--- src/rtl/conv_maxpool2x2_pkg.sv ---
// conv_maxpool2x2_pkg: shared defaults, FSM encoding and counter sizing for conv_maxpool2x2
package conv_maxpool2x2_pkg;
    localparam int DATA_W_DEF = 9;
    localparam int FM_W_DEF = 6;
    localparam int FM_H_DEF = 6;
    localparam logic [1:0] IDLE = 2'd0;
    localparam logic [1:0] RUN = 2'd1;
    localparam logic [1:0] FLUSH = 2'd2;
    function automatic int cnt_w(input int n);
        return n > 1 ? $clog2(n) : 1;
    endfunction
    localparam int POOL_W = FM_W_DEF / 2;
    localparam int COL_W = cnt_w(FM_W_DEF);
    localparam int ROW_W = cnt_w(FM_H_DEF);
endpackage

--- src/rtl/conv_maxpool2x2_if.sv ---
// conv_maxpool2x2_if: frame control, sample stream and pooled output stream of the pooling stage
interface conv_maxpool2x2_if #(
    parameter int DATA_W = conv_maxpool2x2_pkg::DATA_W_DEF
);
    logic start, in_valid, out_valid, done, busy;
    logic [DATA_W-1:0] in_data, out_data;
    modport master(output start, in_valid, in_data, input out_valid, out_data, done, busy);
    modport slave(input start, in_valid, in_data, output out_valid, out_data, done, busy);
endinterface

--- src/rtl/conv_maxpool2x2_pool_line_buf.sv ---
// conv_maxpool2x2_pool_line_buf: half-width line of pair maxima, one shared index, combinational read
module conv_maxpool2x2_pool_line_buf #(
    parameter int DATA_W = 9,
    parameter int DEPTH = 3,
    parameter int IDX_W = 2
) (
    input  logic              clock,
    input  logic              we,
    input  logic [IDX_W-1:0]  idx,
    input  logic [DATA_W-1:0] wdata,
    output logic [DATA_W-1:0] rdata
);
    logic [DATA_W-1:0] mem [DEPTH];
    // even rows deposit pair maxima; contents need no reset since they are rewritten before use
    always_ff @(posedge clock) begin
        if (we) mem[idx] <= wdata;
    end
    assign rdata = mem[idx];
endmodule

--- src/rtl/conv_maxpool2x2.sv ---
// conv_maxpool2x2: 2x2 stride-2 max pooling of the raster-ordered convolver stream
// Optional: define CONV_MAXPOOL_RELU_EN for signed input clamped at zero before comparison
module conv_maxpool2x2
    import conv_maxpool2x2_pkg::*;
#(
    parameter int DATA_W = DATA_W_DEF,
    parameter int FM_W = FM_W_DEF,
    parameter int FM_H = FM_H_DEF
) (
    input logic clock,
    input logic reset,
    conv_maxpool2x2_if.slave bus
);
    localparam int PW = FM_W / 2;
    localparam int CW = cnt_w(FM_W);
    localparam int RW = cnt_w(FM_H);
    localparam int IW = cnt_w(PW);
    logic [1:0] state;
    logic [CW-1:0] col;
    logic [RW-1:0] row;
    logic [DATA_W-1:0] pair, sample, pair_max, line_rd, pool_max, pool_data;
    logic [IW-1:0] idx;
    logic accept, last_col, last_row, complete, pool_valid;
    // a start pulse always wins over a sample arriving in the same cycle
    assign accept = state == RUN && bus.in_valid && !bus.start;
    assign last_col = col == CW'(FM_W - 1);
    assign last_row = row == RW'(FM_H - 1);
    assign complete = accept && col[0] && row[0];
    assign idx = IW'(col >> 1);
`ifdef CONV_MAXPOOL_RELU_EN
    assign sample = bus.in_data[DATA_W-1] ? '0 : bus.in_data;
    assign pair_max = $signed(pair) > $signed(sample) ? pair : sample;
    assign pool_max = $signed(line_rd) > $signed(pair_max) ? line_rd : pair_max;
`else
    assign sample = bus.in_data;
    assign pair_max = pair > sample ? pair : sample;
    assign pool_max = line_rd > pair_max ? line_rd : pair_max;
`endif
    conv_maxpool2x2_pool_line_buf #(.DATA_W(DATA_W), .DEPTH(PW), .IDX_W(IW)) pool_line_buf (
        .clock(clock),
        .we(accept && col[0] && !row[0]),
        .idx(idx),
        .wdata(pair_max),
        .rdata(line_rd)
    );
    // frame FSM, raster counters and the even-column pair register
    always_ff @(posedge clock or posedge reset) begin
        if (reset) begin
            state <= IDLE;
            col <= '0;
            row <= '0;
            pair <= '0;
        end else if (bus.start) begin
            state <= RUN;
            col <= '0;
            row <= '0;
            pair <= '0;
        end else if (state == FLUSH) begin
            state <= IDLE;
        end else if (accept) begin
            if (!col[0]) pair <= sample;
            col <= last_col ? '0 : col + 1'b1;
            if (last_col) row <= last_row ? '0 : row + 1'b1;
            if (last_col && last_row) state <= FLUSH;
        end
    end
    // registered pooled result, one cycle behind the window-completing sample
    always_ff @(posedge clock or posedge reset) begin
        if (reset) begin
            pool_valid <= 1'b0;
            pool_data <= '0;
        end else begin
            pool_valid <= complete;
            if (complete) pool_data <= pool_max;
        end
    end
    assign bus.out_valid = pool_valid;
    assign bus.out_data = pool_data;
    assign bus.done = state == FLUSH && !bus.start;
    assign bus.busy = state == RUN;
endmodule
--- src/flat_wrapper.sv ---
// flat-port wrapper written by rule: the top's interface ports become plain ports
module conv_maxpool2x2_flat import conv_maxpool2x2_pkg::*;
#(
    parameter int DATA_W = DATA_W_DEF,
    parameter int FM_W = FM_W_DEF,
    parameter int FM_H = FM_H_DEF
)
  (clock, reset, bus_start, bus_in_valid, bus_in_data, bus_out_valid, bus_out_data, bus_done, bus_busy);
  conv_maxpool2x2_if #(.DATA_W(DATA_W)) bus_i ();
  input logic clock;
  input logic reset;
  input wire logic [$bits(bus_i.start)-1:0] bus_start;
  input wire logic [$bits(bus_i.in_valid)-1:0] bus_in_valid;
  input wire logic [$bits(bus_i.in_data)-1:0] bus_in_data;
  output wire logic [$bits(bus_i.out_valid)-1:0] bus_out_valid;
  output wire logic [$bits(bus_i.out_data)-1:0] bus_out_data;
  output wire logic [$bits(bus_i.done)-1:0] bus_done;
  output wire logic [$bits(bus_i.busy)-1:0] bus_busy;
  assign bus_i.start = bus_start;
  assign bus_i.in_valid = bus_in_valid;
  assign bus_i.in_data = bus_in_data;
  assign bus_out_valid = bus_i.out_valid;
  assign bus_out_data = bus_i.out_data;
  assign bus_done = bus_i.done;
  assign bus_busy = bus_i.busy;
  conv_maxpool2x2 #(.DATA_W(DATA_W), .FM_W(FM_W), .FM_H(FM_H)) u_core (.clock(clock), .reset(reset), .bus(bus_i));
endmodule
--- config.mk ---
export PLATFORM = sky130hd
export DESIGN_NAME = conv_maxpool2x2_flat
export DESIGN_NICKNAME = d
export VERILOG_FILES = /design/src/rtl/conv_maxpool2x2_pkg.sv /design/src/rtl/conv_maxpool2x2_if.sv /design/src/rtl/conv_maxpool2x2_pool_line_buf.sv /design/src/rtl/conv_maxpool2x2.sv /design/src/flat_wrapper.sv
export SDC_FILE = /design/constraint.sdc
export NUM_CORES = 1
export LEC_CHECK = 0
export ABC_CLOCK_PERIOD_IN_PS = 4640
export BUFFER_PORTS_ARGS = -buffer_cell sky130_fd_sc_hd__buf_2
export CAP_MARGIN = 20
export CORE_AREA = 2 2 93 131
export DETAILED_ROUTE_END_ITERATION = 12
export DIE_AREA = 0 0 95 133
export HOLD_SLACK_MARGIN = 0.06
export PLACE_DENSITY = 0.51
export SLEW_MARGIN = 20
export SYNTH_ARGS = -nofsm -noshare
export SYNTH_HDL_FRONTEND = slang
export SYNTH_SLANG_ARGS = --single-unit
--- constraint.sdc ---
create_clock -name clock -period 4.64 [get_ports clock]
set_input_delay 0.232 -clock clock [delete_from_list [all_inputs] [get_ports clock]]
set_output_delay 0.232 -clock clock [all_outputs]
set_load 0.01 [all_outputs]
## Word-level counts from Yosys, hierarchy flattened

Memory sizes are Yosys's and may differ from the RTL's.
Index checks and enable logic that the tools add are counted.

| word-level totals | value |
|---|---|
| flip-flop bits (word level) | 27 |
| RAM bits | 27 |
| bits of input ports | 13 |
| output and inout port bits | 12 |
| logic and storage cells | 55 |
| memories kept | 1 |

| operators by class | value |
|---|---|
| $add $sub $neg | 2 |
| order comparisons | 2 |
| eq/ne operators | 6 |
| muxes and demuxes | 21 |
| reductions and logical operators | 17 |

Memories:

| memory | depth | width | read ports | clocked after memory_dff | write ports | line | RTL |
|---|---|---|---|---|---|---|---|
| u_core.pool_line_buf.mem | 3 | 9 | 1 | 0 | 1 | conv_maxpool2x2_pool_line_buf.sv:13 | `logic [DATA_W-1:0] mem [DEPTH];` |

Operator list:

| cell | count |
|---|---|
| 9-bit 2-to-1 mux | 6 |
| 3-bit 2-to-1 mux | 9 |
| 9-bit greater-than comparator | 2 |
| 2-bit 2-to-1 mux | 4 |
| 1-bit logical AND | 7 |
| 3-bit by 1-bit adder with 3-bit output, second input constant | 2 |
| 3-bit equality test, second input constant | 2 |
| 3-bit AND reduction | 2 |
| 3-bit nonzero test | 2 |
| 2-bit != test, second input constant | 2 |
| 2-bit AND reduction | 2 |
| 2-bit nonzero test | 2 |
| 2-bit by 1-bit equality test with 1-bit output, second input constant | 1 |
| 2-bit equality test, second input constant | 1 |
| 1-bit logical NOT | 2 |
| 1-bit 2-to-1 mux | 2 |

## Logic depth before layout (Yosys ltp)

Gate-level depths: netlist of run 1.

| logic depth | value |
|---|---|
| word-level depth | 7 |
| mapped depth | 16 |
| gate-level depth less buffers | 15 |

## Cells and area by module

A second synthesis of run 1 with hierarchy kept.

| unflattened totals | value |
|---|---|
| cell total of the unflattened synthesis | 267 |
| area, all modules | 2940.3 um^2 |

By module, submodules not included:

| module | times used | cells an instance | area an instance (um^2) | seq. area each (um^2) |
|---|---|---|---|---|
| conv_maxpool2x2 | 1 | 207 | 1913.1 | 675.6 |
| conv_maxpool2x2_pool_line_buf | 1 | 60 | 1027.2 | 810.8 |

## Worst setup path before layout of run 1

Ideal clock, no wire load.

| timing | value |
|---|---|
| kind | register to register |
| from | register u_core.pair[6] |
| to | register u_core.pool_data[0], in the netlist u_core.bus.out_data[0] |
| library setup time | 0.126 ns |
| arrival | 3.278 ns |
| required time | 4.514 ns |
| slack | 1.236 ns |
| cell stages (with the launch flop) | 16 |
| buffers on the path | 1 |
| clock period less this slack | 3.404 ns |
| cell sequence | dfrtp_1 > ha_1 > nand4_2 > nor3_2 > or3_4 > o21a_4 > o22ai_1 > inv_1 > ha_1 > a211oi_1 > nand2_1 > o21ai_0 > a21o_1 > clkbuf_1 > nor3_1 > a221o_1 |

| on the way | value |
|---|---|
| longest elaborated chain between the ends | 4 |

Ends and longest elaborated chain:

| what | line | RTL |
|---|---|---|
| start, declared | conv_maxpool2x2.sv:21 | `logic [DATA_W-1:0] pair, sample, pair_max, line_rd, pool_max, pool_data;` |
| start signal, assigned | conv_maxpool2x2.sv:61 | `if (!col[0]) pair <= sample;` |
| 9-bit greater-than comparator | conv_maxpool2x2.sv:36 | `assign pair_max = pair > sample ? pair : sample;` |
| 9-bit 2-to-1 mux (*) | conv_maxpool2x2.sv:36 |  |
| via u_core.pair_max[6] | conv_maxpool2x2.sv:21 |  |
| 9-bit greater-than comparator (*) | conv_maxpool2x2.sv:37 | `assign pool_max = line_rd > pair_max ? line_rd : pair_max;` |
| 9-bit 2-to-1 mux (*) | conv_maxpool2x2.sv:37 |  |
| end signal, assigned | conv_maxpool2x2.sv:74 | `if (complete) pool_data <= pool_max;` |
| end, declared | conv_maxpool2x2.sv:21 |  |

Mark *: on every way through the listed nets, which the timed path passes. The rest lies on a longest branch.
A chain may end at the register's enable or synchronous reset.

## Worst setup path after layout of run 1

| timing | value |
|---|---|
| from | register u_core.pair[6] |
| to | register u_core.pool_data[2], in the netlist u_core.bus.out_data[2] |

Same word-level chain as after synthesis.

==> results of run 1 <==
## power by group through the flow
stage                     clock network [mW]  logic (mW)  registers (mW)
after global placement                     0       0.122           0.535
after detailed placement                   0       0.123           0.535
final                                  0.369       0.122           0.525
after global routing                   0.406       0.141           0.526
after CTS                              0.382       0.125           0.525
after floorplan                            0      0.0923           0.530
## placed cells by master, fill, tap and decap left out, types with 5 or more instances in the layout
cell type | Yosys | final
o22ai_1 | 6 | 6
buf_2 | 2 | 24
a21oi_1 | 19 | 19
nand2_1 | 46 | 46
edfxtp_1 | 27 | 27
nor2_1 | 12 | 12
nor3b_1 | 9 | 9
o21ai_0 | 12 | 12
clkbuf_16 | 0 | 5
dfrtp_1 | 27 | 27
ha_1 | 18 | 18
inv_1 | 19 | 19
a221o_1 | 8 | 8
mux2i_1 | 9 | 9
## sequential cells by signal (all words and copies together) (netlist names)
name / cells
u_core.bus.out_data: 9
u_core.bus.out_valid: 1
u_core.col: 3
u_core.pair: 9
u_core.pool_line_buf.mem: 27
u_core.row: 3
u_core.state: 2
## worst max-delay path: cells and delay by family (launching register included)
kind | cells | cell delay [ps]
adders and majority gates | 2 | 660
AOI/OAI and AO/OA | 7 | 1810
and+or+nand+nor | 4 | 870
DFF | 1 | 400
buffers and inverters | 1 | 90
## cell type report
class                   instances  share of cell area [%]
clock buffers                   5                   3.861
clock inverters                 3                  0.5019
inverters                      20                   2.317
multi-input cells             177                   37.30
flip-flops and latches         54                   45.87
well taps                     147                   5.676
repair buffers                 27                   4.479
## kinds of logic (layout without fill, tap and decap cells)
family / after synthesis / after routing / synth area share, %
XOR/XNOR: 1 / 1 / 0.3095
adder cells (fa/ha/maj): 18 / 18 / 7.958
AO/OA/AOI/OAI: 59 / 59 / 14.32
multiplexers: 10 / 10 / 3.581
flip-flops: 54 / 54 / 52.52
AND/OR/NAND/NOR: 89 / 89 / 16.31
buffers and inverters: 31 / 55 / 4.995
## layer usage
metal | vias up | GRT usage, % | wire length [µm]
li1 | 990 | - | -
met1 | 914 | 12.25 | 2557
met2 | 33 | 18.52 | 3161
met3 | 5 | 2.335 | 215
met4 | 0 | 3.623 | 87
met5 | - | 0 | 0
## synth_stat cells (all sizes together)
cell type / count / area [µm²]
o21a: 1 / 15.01
nand2: 47 / 178.9
a21o: 3 / 22.52
or3b: 1 / 8.760
a21oi: 20 / 111.4
o22ai: 7 / 50.05
and3: 1 / 6.260
a21boi: 1 / 7.510
o31ai: 1 / 7.510
ha: 18 / 225.2
nor2b: 1 / 6.260
clkbuf: 6 / 22.52
a221o: 8 / 80.08
or2: 1 / 6.260
inv: 20 / 75.07
and2: 2 / 12.51
nand4b: 2 / 32.53
o211ai: 1 / 7.510
o21ai: 13 / 65.06
nand4: 3 / 25.02
dfrtp: 27 / 675.7
mux2: 1 / 11.26
o311a: 1 / 10.01
or3: 1 / 11.26
nor4b: 1 / 8.760
nor3: 5 / 30.03
edfxtp: 27 / 810.8
nand3: 1 / 5.000
nor2: 13 / 56.30
buf: 5 / 43.79
mux2i: 9 / 90.09
a41oi: 1 / 8.760
a211oi: 2 / 20.02
nor3b: 9 / 67.56
nand2b: 1 / 6.260
xnor2: 1 / 8.760
## what timing repair did
action                                  4_1_cts  5_1_grt
endpoints found under the setup margin        0        0
hold buffers                                  1        0
hold endpoints to repair                     27        0
## how the worst min path moves through the flow
stage	from	slack (ps)	cells after the start	endpoint
finish	bus_in_data[4]	180	3	u_core.pair[4]$_DFFE_PP0P_
detailed placement	reset	340	3	u_core.bus.out_data[2]$_DFFE_PP0P_
CTS	bus_in_data[1]	170	3	u_core.pair[1]$_DFFE_PP0P_
floorplan	reset	280	1	u_core.bus.out_data[0]$_DFFE_PP0P_
global route	bus_in_data[1]	170	3	u_core.pair[1]$_DFFE_PP0P_
global placement	reset	330	3	u_core.bus.out_data[2]$_DFFE_PP0P_
==> reports/qor.yml, run 1 <==
layout:
  seq_area_um2: 1486
  drive_gt1_share_pct: 16.43
  nets: 316
  area_growth_pct: 14.50
  antennaDiodeCount: 0
  num-fill-cells: 1214
  multiInputGateArea_um2: 1209
  fin_util_pct: 27.97
  final_cells: 433
  postLayoutCellArea_um2: 3241
clocking:
  clk_path_buf_depth: 2
  cts_tree: "done"
  postCtsSetupBuffers: 0
  cts_resized: 0
  htreeDepth: 2
  clock_latency_ps: 300
  numClockSinks: 54
  cts_root_buf: "clkbuf_16"
  clkTransAtPathRegs_ps: 70
  cts-buffers-inserted: 5
floorplanning:
  die_area_um2: 12640
  fp.dieW_um: 95
  start_util_pct: 24.43
  die_h_um: 133
  placementRows: 47
  core_um2: 11580
  boundaryPins: 25
power_and_ir_drop:
  swShare_pct: 25.25
  clkPwrFrac_pct: 36.3
  static-leakage-power_nw: 1.351
  ir_drop_mv: 0.1632
  combPwrFrac_pct: 12.0
  internal_power_mw: 0.7597
  p_total_mw: 1.016
  switchingPower_mw: 0.2566
  power_frac_seq_pct: 51.6
  power_density_nw_per_um2: 313.6
timing:
  worst_pin_slew_ps: 734.1
  setup_ws_ps: 727.5
  period_needed_ps: 3913
  setup_viol: 0
  fin_crit_sh_pct: 84.32
  relSlewSlack_pct: 51.06
  drv_slew: 0
  hold_slack_ps: 176.8
  rsz0062_at_grt: "no"
  max_freq_mhz: 255.6
  skew_ps: 5.627
  finalSetupTns_ps: 0
  hold_viol: 0
placement:
  gp_congestion: 0.7421
  dpl_cell_area_um2: 3089
  dp_slack_ps: 731.0
  dp_hpwl_um: 4520
  io_buffers: 24
  placed_cells: 424
critical_path:
  slowest_delay_ps: 410
  worst_path_most_repeated_cell: "ha_1"
  r2r-end: "u_core.bus.out_data[2]$_DFFE_PP0P_"
  crit_slowest_cell: "o22ai_1"
  crit_chain: "ha_1 > a211oi_2 > nor2_1 > or3_4 > o21a_4 > o22ai_1 > inv_1 > ha_1 > a211oi_1 > nand2_1 > o21ai_0 > a21o_1 > and2_1 > a221o_1"
  crit_start: "u_core.pair[6]$_DFFE_PP0P_"
  critPathRequiredTime_ps: 4870
  cp-end-kind: "register"
  r2r-start: "u_core.pair[6]$_DFFE_PP0P_"
  timing.reg2reg.setup_slack_ps: 730
  crit_path_end: "u_core.bus.out_data[2]$_DFFE_PP0P_"
  ff2ff_path_depth: 14
  arrival_ps: 4140
  criticalPathCategory: "reg2reg"
  crit_path_max_fanout: 11
  crit_path_start_kind: "register"
detailed_routing:
  drtIter0Drc: 88
  dr.pass1.iters: 4
  routedWlPerCell_um: 13.91
  vias_per_cell: 4.485
  drc: 0
  vias: 1942
  wirelength_um: 6021
  ant_nets: 0
grt:
  grt_pass1_vias: 2018
  gr-total-overflow: 0
  grtUsageTotal_pct: 10.48
  antenna_found_initial: 0
  grt_max_degree: 28
  grt_pass1_wl_um: 10250
synthesis:
  ys_ff_latch: 54
  synth_area_per_cell_um2: 10.80
  synth_cell_types: 49
  ys_seq_area_share_pct: 52.52
  ys_warn_count: 0
  synth_cells: 262
  synth.cell_area_um2: 2830
  syn_nets: 293
run:
  cap_viol_max_count: 0
min_path:
  hold_class: "in2reg"
run_status:
  status: "finished, final reports clean"
(Power assumes the default switching activity.)
==> run 2: changes to the inputs <==
--- a/config.mk
+++ b/config.mk
@@ -5,12 +5,13 @@
 export SDC_FILE = /design/constraint.sdc
 export NUM_CORES = 1
 export LEC_CHECK = 0
-export ABC_CLOCK_PERIOD_IN_PS = 4640
+export ABC_AREA = 1
+export ABC_CLOCK_PERIOD_IN_PS = 3800
 export BUFFER_PORTS_ARGS = -buffer_cell sky130_fd_sc_hd__buf_2
 export CAP_MARGIN = 20
-export CORE_AREA = 2 2 93 131
+export CORE_AREA = 2 2 94 133
 export DETAILED_ROUTE_END_ITERATION = 12
-export DIE_AREA = 0 0 95 133
+export DIE_AREA = 0 0 96 135
 export HOLD_SLACK_MARGIN = 0.06
 export PLACE_DENSITY = 0.51
 export SLEW_MARGIN = 20
==> constraint.sdc (replaced) <==
create_clock -name clock -period 3.8 [get_ports clock]
set_input_delay 0.19 -clock clock [delete_from_list [all_inputs] [get_ports clock]]
set_output_delay 0.19 -clock clock [all_outputs]
set_load 0.01 [all_outputs]
==> run 2 against run 1 <==
Global-route usage up 1.3 points; clock power up 42%; synthesized area up 2.3%; combinational power up 85%; clock-buffer cell count up 1; critical path type unchanged; power up 37%; non-clock buffer count unchanged; clock skew up 2.8 ps; wire length up 17%; largest cell class unchanged.
==> reports/qor.yml, run 2 <==
synthesis:
  synth_ff_type: "edfxtp_1"
  synth_cells: 324  # +24%
  ys_seq_area_share_pct: 51.32  # -1.2 points
  synthTopCellsByCount: "nand2_1, inv_1, nand3_1"
  syn_nets: 355  # +21%
  yosysTopAreaCellShare_pct: 27.99  # -0.66 points
  synth_area_per_cell_um2: 8.940  # -17%
  yosysTopAreaCell: "edfxtp_1"
  synth-edff-count: 27  # unchanged
  ys_ff_latch: 54  # unchanged
  ys_warn_count: 0  # unchanged
  synth_area_leaders: "edfxtp_1, dfrtp_1, nand2_1, ha_1, inv_1"
  async_reset_ff_share_pct: 50.00  # unchanged
  synth_cell_types: 32  # -35%
  synth.cell_area_um2: 2897  # +2.3%
  synth.most_common_cell: "nand2_1"
clocking:
  numClockSinks: 54  # unchanged
  htreeDepth: 2  # unchanged
  cts_root_buf: "clkbuf_16"
  clkTransAtPathRegs_ps: 70  # about the same
  clock_latency_ps: 300  # about the same
  clk_path_buf_depth: 2  # unchanged
  cts-buffers-inserted: 5  # unchanged
  cts_tree: "done"
  postCtsSetupBuffers: 0  # unchanged
detailed_routing:
  met3_length_um: 225  # +4.7%
  wl_met2_um: 3735  # +18%
  drc: 0  # unchanged
  met1_length_um: 2840  # +11%
  routedWlPerCell_um: 14.02  # +0.85%
  drtIter0Drc: 91  # +3.4%
  dr.pass1.iters: 4  # unchanged
  dr.max_layer_used: "met4"
  vias_per_cell: 4.477  # -0.18%
  ant_nets: 0  # unchanged
  wirelength_um: 7054  # +17%
  vias: 2252  # +16%
power_and_ir_drop:
  static-leakage-power_nw: 1.622  # +20%
  combPwrFrac_pct: 16.2  # +4.2 points
  clkPwrFrac_pct: 37.5  # +1.2 points
  ir_drop_mv: 0.2335  # +43%
  power_frac_seq_pct: 46.3  # -5.3 points
  internal_power_mw: 1.019  # +34%
  swShare_pct: 26.92  # +1.7 points
  power_density_nw_per_um2: 413.3  # +32%
  switchingPower_mw: 0.3754  # +46%
floorplanning:
  core_um2: 11700  # +1.0%
  die_area_um2: 12960  # +2.6%
  start_util_pct: 24.75  # +0.32 points
  placementRows: 47  # unchanged
  die_h_um: 135  # +1.5%
  boundaryPins: 25  # unchanged
  fp.dieW_um: 96  # +1.1%
timing:
  max_freq_mhz: 319.5  # +25%
  rsz0062_at_grt: "no"
  period_needed_ps: 3130  # -782.3 ps
  worst_pin_slew_ps: 948.8  # +214.7 ps
  fin_crit_sh_pct: 82.38  # -1.9 points
  skew_ps: 8.397  # +2.770 ps
  relSlewSlack_pct: 36.51  # -15 points
  drv_slew: 0  # unchanged
  hold_viol: 0  # unchanged
  finalSetupTns_ps: 0  # unchanged
  setup_viol: 0  # unchanged
critical_path:
  cp-end-kind: "register"
  criticalPathCategory: "reg2reg"
  critPathRequiredTime_ps: 3980  # -890 ps
  ff2ff_path_depth: 21  # +7
  crit_path_max_fanout: 10  # -1
  arrival_ps: 3310  # -830 ps
  crit_path_start_kind: "register"
  r2r-start: "u_core.pair[4]$_DFFE_PP0P_"
  crit_start: "u_core.pair[4]$_DFFE_PP0P_"
run_status:
  status: "finished, final reports clean"
placement:
  io_buffers: 24  # unchanged
  dp_hpwl_um: 5460  # +21%
  gp_congestion: 0.8799  # +19%
  dpl_cell_area_um2: 3197  # +3.5%
layout:
  largest_register_ffs: 27  # unchanged
  drive_gt1_share_pct: 15.45  # -0.98 points
  final_cell_mix: "nand2_1, inv_1, nand3_1, dfrtp_1, edfxtp_1"
  nets: 386  # +22%
  num-fill-cells: 1218  # +0.33%
  antennaDiodeCount: 0  # unchanged
  postLayoutCellArea_um2: 3373  # +4.1%
  final_common_cell: "nand2_1"
  area_growth_pct: 16.46
  largest-register: "u_core.pool_line_buf.mem"
grt:
  grt_max_degree: 28  # unchanged
  grt_pass1_wl_um: 11630  # +13%
  grtUsageTotal_pct: 11.77  # +1.3 points
  antenna_found_initial: 0  # unchanged
  grt_pass1_vias: 2329  # +15%
  gr-total-overflow: 0  # unchanged
min_path:
  min-delay-start: "bus_start"
  hold_class: "in2reg"
  holdPathStages: 2  # -1
run:
  cap_viol_max_count: 0  # unchanged
run 2: cell types whose count changed after synthesis, sizes merged, moves of 7 or more:
cell / previous run / this run
nand2: 47 / 100
nand3: 1 / 31
inv: 20 / 49
mux2i: 9 / 0
nor3b: 9 / 0
a21oi: 20 / 12
a221o: 8 / 0
and3: 1 / 8
nor2: 13 / 20
run 2: power by group through the flow:
stage / Clock [mW] / Combinational [mW] / Sequential [mW]
2_1_floorplan: 0 / 0.160 / 0.654
3_3_place_gp: 0 / 0.224 / 0.657
3_5_place_dp: 0 / 0.227 / 0.658
4_1_cts: 0.536 / 0.230 / 0.645
5_1_grt: 0.559 / 0.260 / 0.647
6_report: 0.523 / 0.226 / 0.646
run 2: path summary, 6_finish.rpt:
| kind | endpoint | slack, ps |
|---|---|---|
| worst min-delay path | u_core.col[1]$_DFFE_PP0P_ | 140 |
| worst max register to register | u_core.bus.out_data[2]$_DFFE_PP0P_ | 670 |
| worst max-delay path | u_core.bus.out_data[2]$_DFFE_PP0P_ | 670 |
| max in group asynchronous | u_core.bus.out_data[6]$_DFFE_PP0P_ | 2860 |
| min in group asynchronous | u_core.state[1]$_DFFE_PP0P_ | 530 |
| worst min register to register | u_core.bus.out_data[0]$_DFFE_PP0P_ | 470 |
run 2: logic make-up after synthesis:
| group | count (synthesis) | share of synthesized area [%] |
|---|---|---|
| adders and majority gates | 18 | 7.776 |
| DFF | 54 | 51.32 |
| AOI/OAI and AO/OA | 30 | 6.221 |
| xor gates and xnor gates | 1 | 0.3024 |
| and+or+nand+nor | 169 | 27.39 |
| buffers and inverters | 52 | 6.998 |
run 2: worst max-delay path: stages, from the launching register on:
cell and delay [ps]:
dfrtp_1 420, ha_1 310, nand2_1 120, inv_1 50, nand2_1 60, nand2_1 60
nand2_1 90, nand3_2 190, nand2_4 160, nand2_1 80, nand2_1 140, inv_1 60
ha_1 320, nand2_1 60, nor2_1 120, nand3b_1 90, nand3_1 100, nand2_2 130
inv_2 190, nand2_1 70, nand3_1 110, nand2_1 60
run 2: cell type report:
type,instances,area [µm²],area share (%)
flip-flops and latches,54,1486,44.07
multi-input cells,218,1207,35.79
inverters,49,183.9,5.453
well taps,147,183.9,5.453
repair buffers,27,145.1,4.303
clock buffers,6,128.9,3.820
clock inverters,2,37.54,1.113
run 2: timing repair:
item | in CTS | in global routing
gates resized for setup | 0 | 0
hold buffers | 1 | 0
hold endpoints to repair | 27 | 0
run 2: routing by layer:
metal	vias to the layer above	GRT usage [%]
met5	-	0
met3	17	1.842
met4	0	5.635
met1	1060	13.30
li1	1127	-
met2	48	21.03
run 2: metrics by stage:
step | worst slack [ps] | std cells | util [%] | total power, mW | hold slack, ps
floorplan | 1174 | 324 | - | 0.8136 | 242.7
CTS | 693.9 | 503 | 28.83 | 1.411 | 137.4
detailed placement | 723.6 | 494 | 27.32 | 0.8846 | 316.4
global route | 281.4 | 503 | 28.83 | 1.466 | 152.3
global placement | 764.6 | 494 | 27.32 | 0.8814 | 447.3
finish | 669.8 | 503 | 28.83 | 1.394 | 136.4
==> run 3: changes to the inputs <==
--- a/config.mk
+++ b/config.mk
@@ -6,14 +6,14 @@
 export NUM_CORES = 1
 export LEC_CHECK = 0
 export ABC_AREA = 1
-export ABC_CLOCK_PERIOD_IN_PS = 3800
+export ABC_CLOCK_PERIOD_IN_PS = 2700
 export BUFFER_PORTS_ARGS = -buffer_cell sky130_fd_sc_hd__buf_2
 export CAP_MARGIN = 20
 export CORE_AREA = 2 2 94 133
 export DETAILED_ROUTE_END_ITERATION = 12
 export DIE_AREA = 0 0 96 135
 export HOLD_SLACK_MARGIN = 0.06
-export PLACE_DENSITY = 0.51
+export PLACE_DENSITY = 0.52
 export SLEW_MARGIN = 20
 export SYNTH_ARGS = -nofsm -noshare
 export SYNTH_HDL_FRONTEND = slang
==> constraint.sdc (replaced) <==
create_clock -name clock -period 2.7 [get_ports clock]
set_input_delay 0.135 -clock clock [delete_from_list [all_inputs] [get_ports clock]]
set_output_delay 0.135 -clock clock [all_outputs]
set_load 0.01 [all_outputs]
==> run 3 against run 2 <==
The run now ends with negative setup slack left; clock power grew 35%; register-to-register slack got worse by 780 ps; clock skew is 2.6 ps lower; fmax grew 12%; highest routed layer unchanged.
==> reports/qor.yml, run 3 (synthesized netlist as in run 2, its figures left out) <==
run_status:
  status: "finished, violations left"
  violations: "negative setup slack"
grt:
  grt_pass1_wl_um: 12500  # +7.5%
  gr-total-overflow: 0  # unchanged
  grt_max_degree: 28  # unchanged
  antenna_found_initial: 0  # unchanged
  grtUsageTotal_pct: 12.58  # +0.81 points
  grt_pass1_vias: 2586  # +11%
timing:
  max_freq_mhz: 356.2  # +12%
  skew_ps: 5.794  # -2.603 ps
  drv_slew: 0  # unchanged
  finalSetupTns_ps: -1111  # -1111 ps
  relSlewSlack_pct: 47.89  # +11 points
  setup_ws_ps: -107.3  # -777.1 ps
  rsz0062_at_grt: "yes"
  setup_viol: 12  # +12
  hold_viol: 0  # unchanged
  worst_pin_slew_ps: 773.4  # -175.4 ps
  period_needed_ps: 2807  # -322.9 ps
  fin_crit_sh_pct: 104.0  # +22 points
critical_path:
  critPathRequiredTime_ps: 2890  # -1090 ps
  worst_path_most_repeated_cell: "nand2_1"
  ff2ff_path_depth: 18  # -14%
  cp-end-kind: "register"
  cp_num_cells: 18  # -14%
  critPathBufInv: 2  # -1
  crit_path_start_kind: "register"
  cp_top_family: "simple AND/OR/NAND/NOR gates"
  crit_path_max_fanout: 6  # -4
  r2r-start: "u_core.pair[5]$_DFFE_PP0P_"
  criticalPathCategory: "reg2reg"
  crit_slowest_cell: "dfrtp_1"
  arrival_ps: 2990  # -320 ps
  r2r-end: "u_core.bus.out_data[3]$_DFFE_PP0P_"
  crit_chain: "ha_4 > nand2_2 > nor2_4 > nand3b_1 > nand3_2 > nand3_1 > nand2_2 > inv_1 > ha_1 > nand2_1 > nor2_2 > nand3b_1 > nand3_2 > nand2_4 > inv_4 > nand2_1 > nand3_1 > nand2_1"
  timing.reg2reg.setup_slack_ps: -110  # -780 ps
  slowest_delay_ps: 410  # about the same
clocking:
  cts_root_buf: "clkbuf_16"
  clock_latency_ps: 290  # about the same
  cts_tree: "done"
  cts-buffers-inserted: 5  # unchanged
  numClockSinks: 54  # unchanged
  clkTransAtPathRegs_ps: 70  # about the same
  htreeDepth: 2  # unchanged
  clk_path_buf_depth: 2  # unchanged
detailed_routing:
  ant_nets: 0  # unchanged
  drtIter0Drc: 131  # +44%
  drc: 0  # unchanged
  vias: 2483  # +10%
  dr.pass1.iters: 4  # unchanged
  routedWlPerCell_um: 14.08  # +0.43%
  wirelength_um: 7887  # +12%
  vias_per_cell: 4.434  # -0.97%
layout:
  largest_register_ffs: 27  # unchanged
  area_growth_pct: 43.63
  largest-register: "u_core.pool_line_buf.mem"
  postLayoutCellArea_um2: 4160  # +23%
  drive_gt1_share_pct: 40.19  # +25 points
  nets: 444  # +15%
  final_cell_mix: "nand2_1, buf_4, inv_1, dfrtp_1, edfxtp_1"
  antennaDiodeCount: 0  # unchanged
  final_common_cell: "nand2_1"
  final_cells: 560  # +11%
placement:
  dpl_cell_area_um2: 3512  # +9.9%
  dp_hpwl_um: 5496  # +0.67%
  io_buffers: 24  # unchanged
  gp_congestion: 0.8322  # -5.4%
  placed_cells: 536  # +8.5%
floorplanning:
  core_um2: 11700  # unchanged
  placementRows: 47  # unchanged
  start_util_pct: 24.75  # unchanged
  die_h_um: 135  # unchanged
  fp.dieW_um: 96  # unchanged
  boundaryPins: 25  # unchanged
  die_area_um2: 12960  # unchanged
min_path:
  min_to: "u_core.col[1]$_DFFE_PP0P_"
  min-delay-start: "bus_start"
  hold_class: "in2reg"
  holdPathStages: 2  # unchanged
power_and_ir_drop:
  p_total_mw: 2.157  # +55%
  ir_drop_mv: 0.2265  # -3.0%
  static-leakage-power_nw: 1.940  # +20%
  power_density_nw_per_um2: 518.4  # +25%
run:
  cap_viol_max_count: 0  # unchanged
==> run 3: metrics by stage <==
step / setup slack (ps) / hold WS, ps / utilization [%]
final: -107.3 / 87.34 / 35.55
after global routing: -336.8 / 92.65 / 35.55
after CTS: -33.65 / 84.80 / 34.60
after detailed placement: -264.2 / 227.7 / 30.01
after global placement: -206.7 / 236.8 / 30.01
after floorplan: 73.51 / 187.7 / -
==> run 3: worst max-delay path by stage <==
stage                                          start                                  to  slack (ps)
after detailed placement  u_core.pair[8]$_DFFE_PP0P_  u_core.bus.out_data[8]$_DFFE_PP0P_        -260
after CTS                 u_core.pair[8]$_DFFE_PP0P_  u_core.bus.out_data[8]$_DFFE_PP0P_         -30
after global placement    u_core.pair[8]$_DFFE_PP0P_  u_core.bus.out_data[8]$_DFFE_PP0P_        -210
after global routing      u_core.pair[2]$_DFFE_PP0P_  u_core.bus.out_data[0]$_DFFE_PP0P_        -340
final                     u_core.pair[5]$_DFFE_PP0P_  u_core.bus.out_data[3]$_DFFE_PP0P_        -110
after floorplan           u_core.pair[8]$_DFFE_PP0P_  u_core.bus.out_data[0]$_DFFE_PP0P_          70
==> run 3: area by class of cell <==
cell class              count  area [µm²]
repair buffers             82       561.8
clock inverters             2       33.78
flip-flops and latches     54        1486
repair inverters            1       6.256
well taps                 147       183.9
multi-input cells         220        1574
clock buffers               5       125.1
inverters                  49       188.9
fillers                  1157        7542
==> run 3: timing repair <==
action,CTS,global route
setup buffers,14,0
setup endpoints to repair,9,12
hold buffers,1,0
cloned,2,1
endpoints found under the hold margin,27,0
gates resized for setup,52,15
pin swaps,31,0
==> run 3: where the power goes <==
part | total, mW | switching (mW) | internal [mW] | leakage [nW]
Combinational | 0.546 | 0.306 | 0.240 | 1.25
Sequential | 0.906 | 0.0139 | 0.893 | 0.608
Clock | 0.704 | 0.275 | 0.429 | 0.0773
Total | 2.16 | 0.595 | 1.56 | 1.94
==> run 3: layer usage <==
layer,GRT usage [%],up-vias,wire [µm]
met3,2.009,11,160
met2,23.46,37,4332
li1,-,1246,-
met4,4.286,0,193
met1,14.06,1189,3201
met5,0,-,0
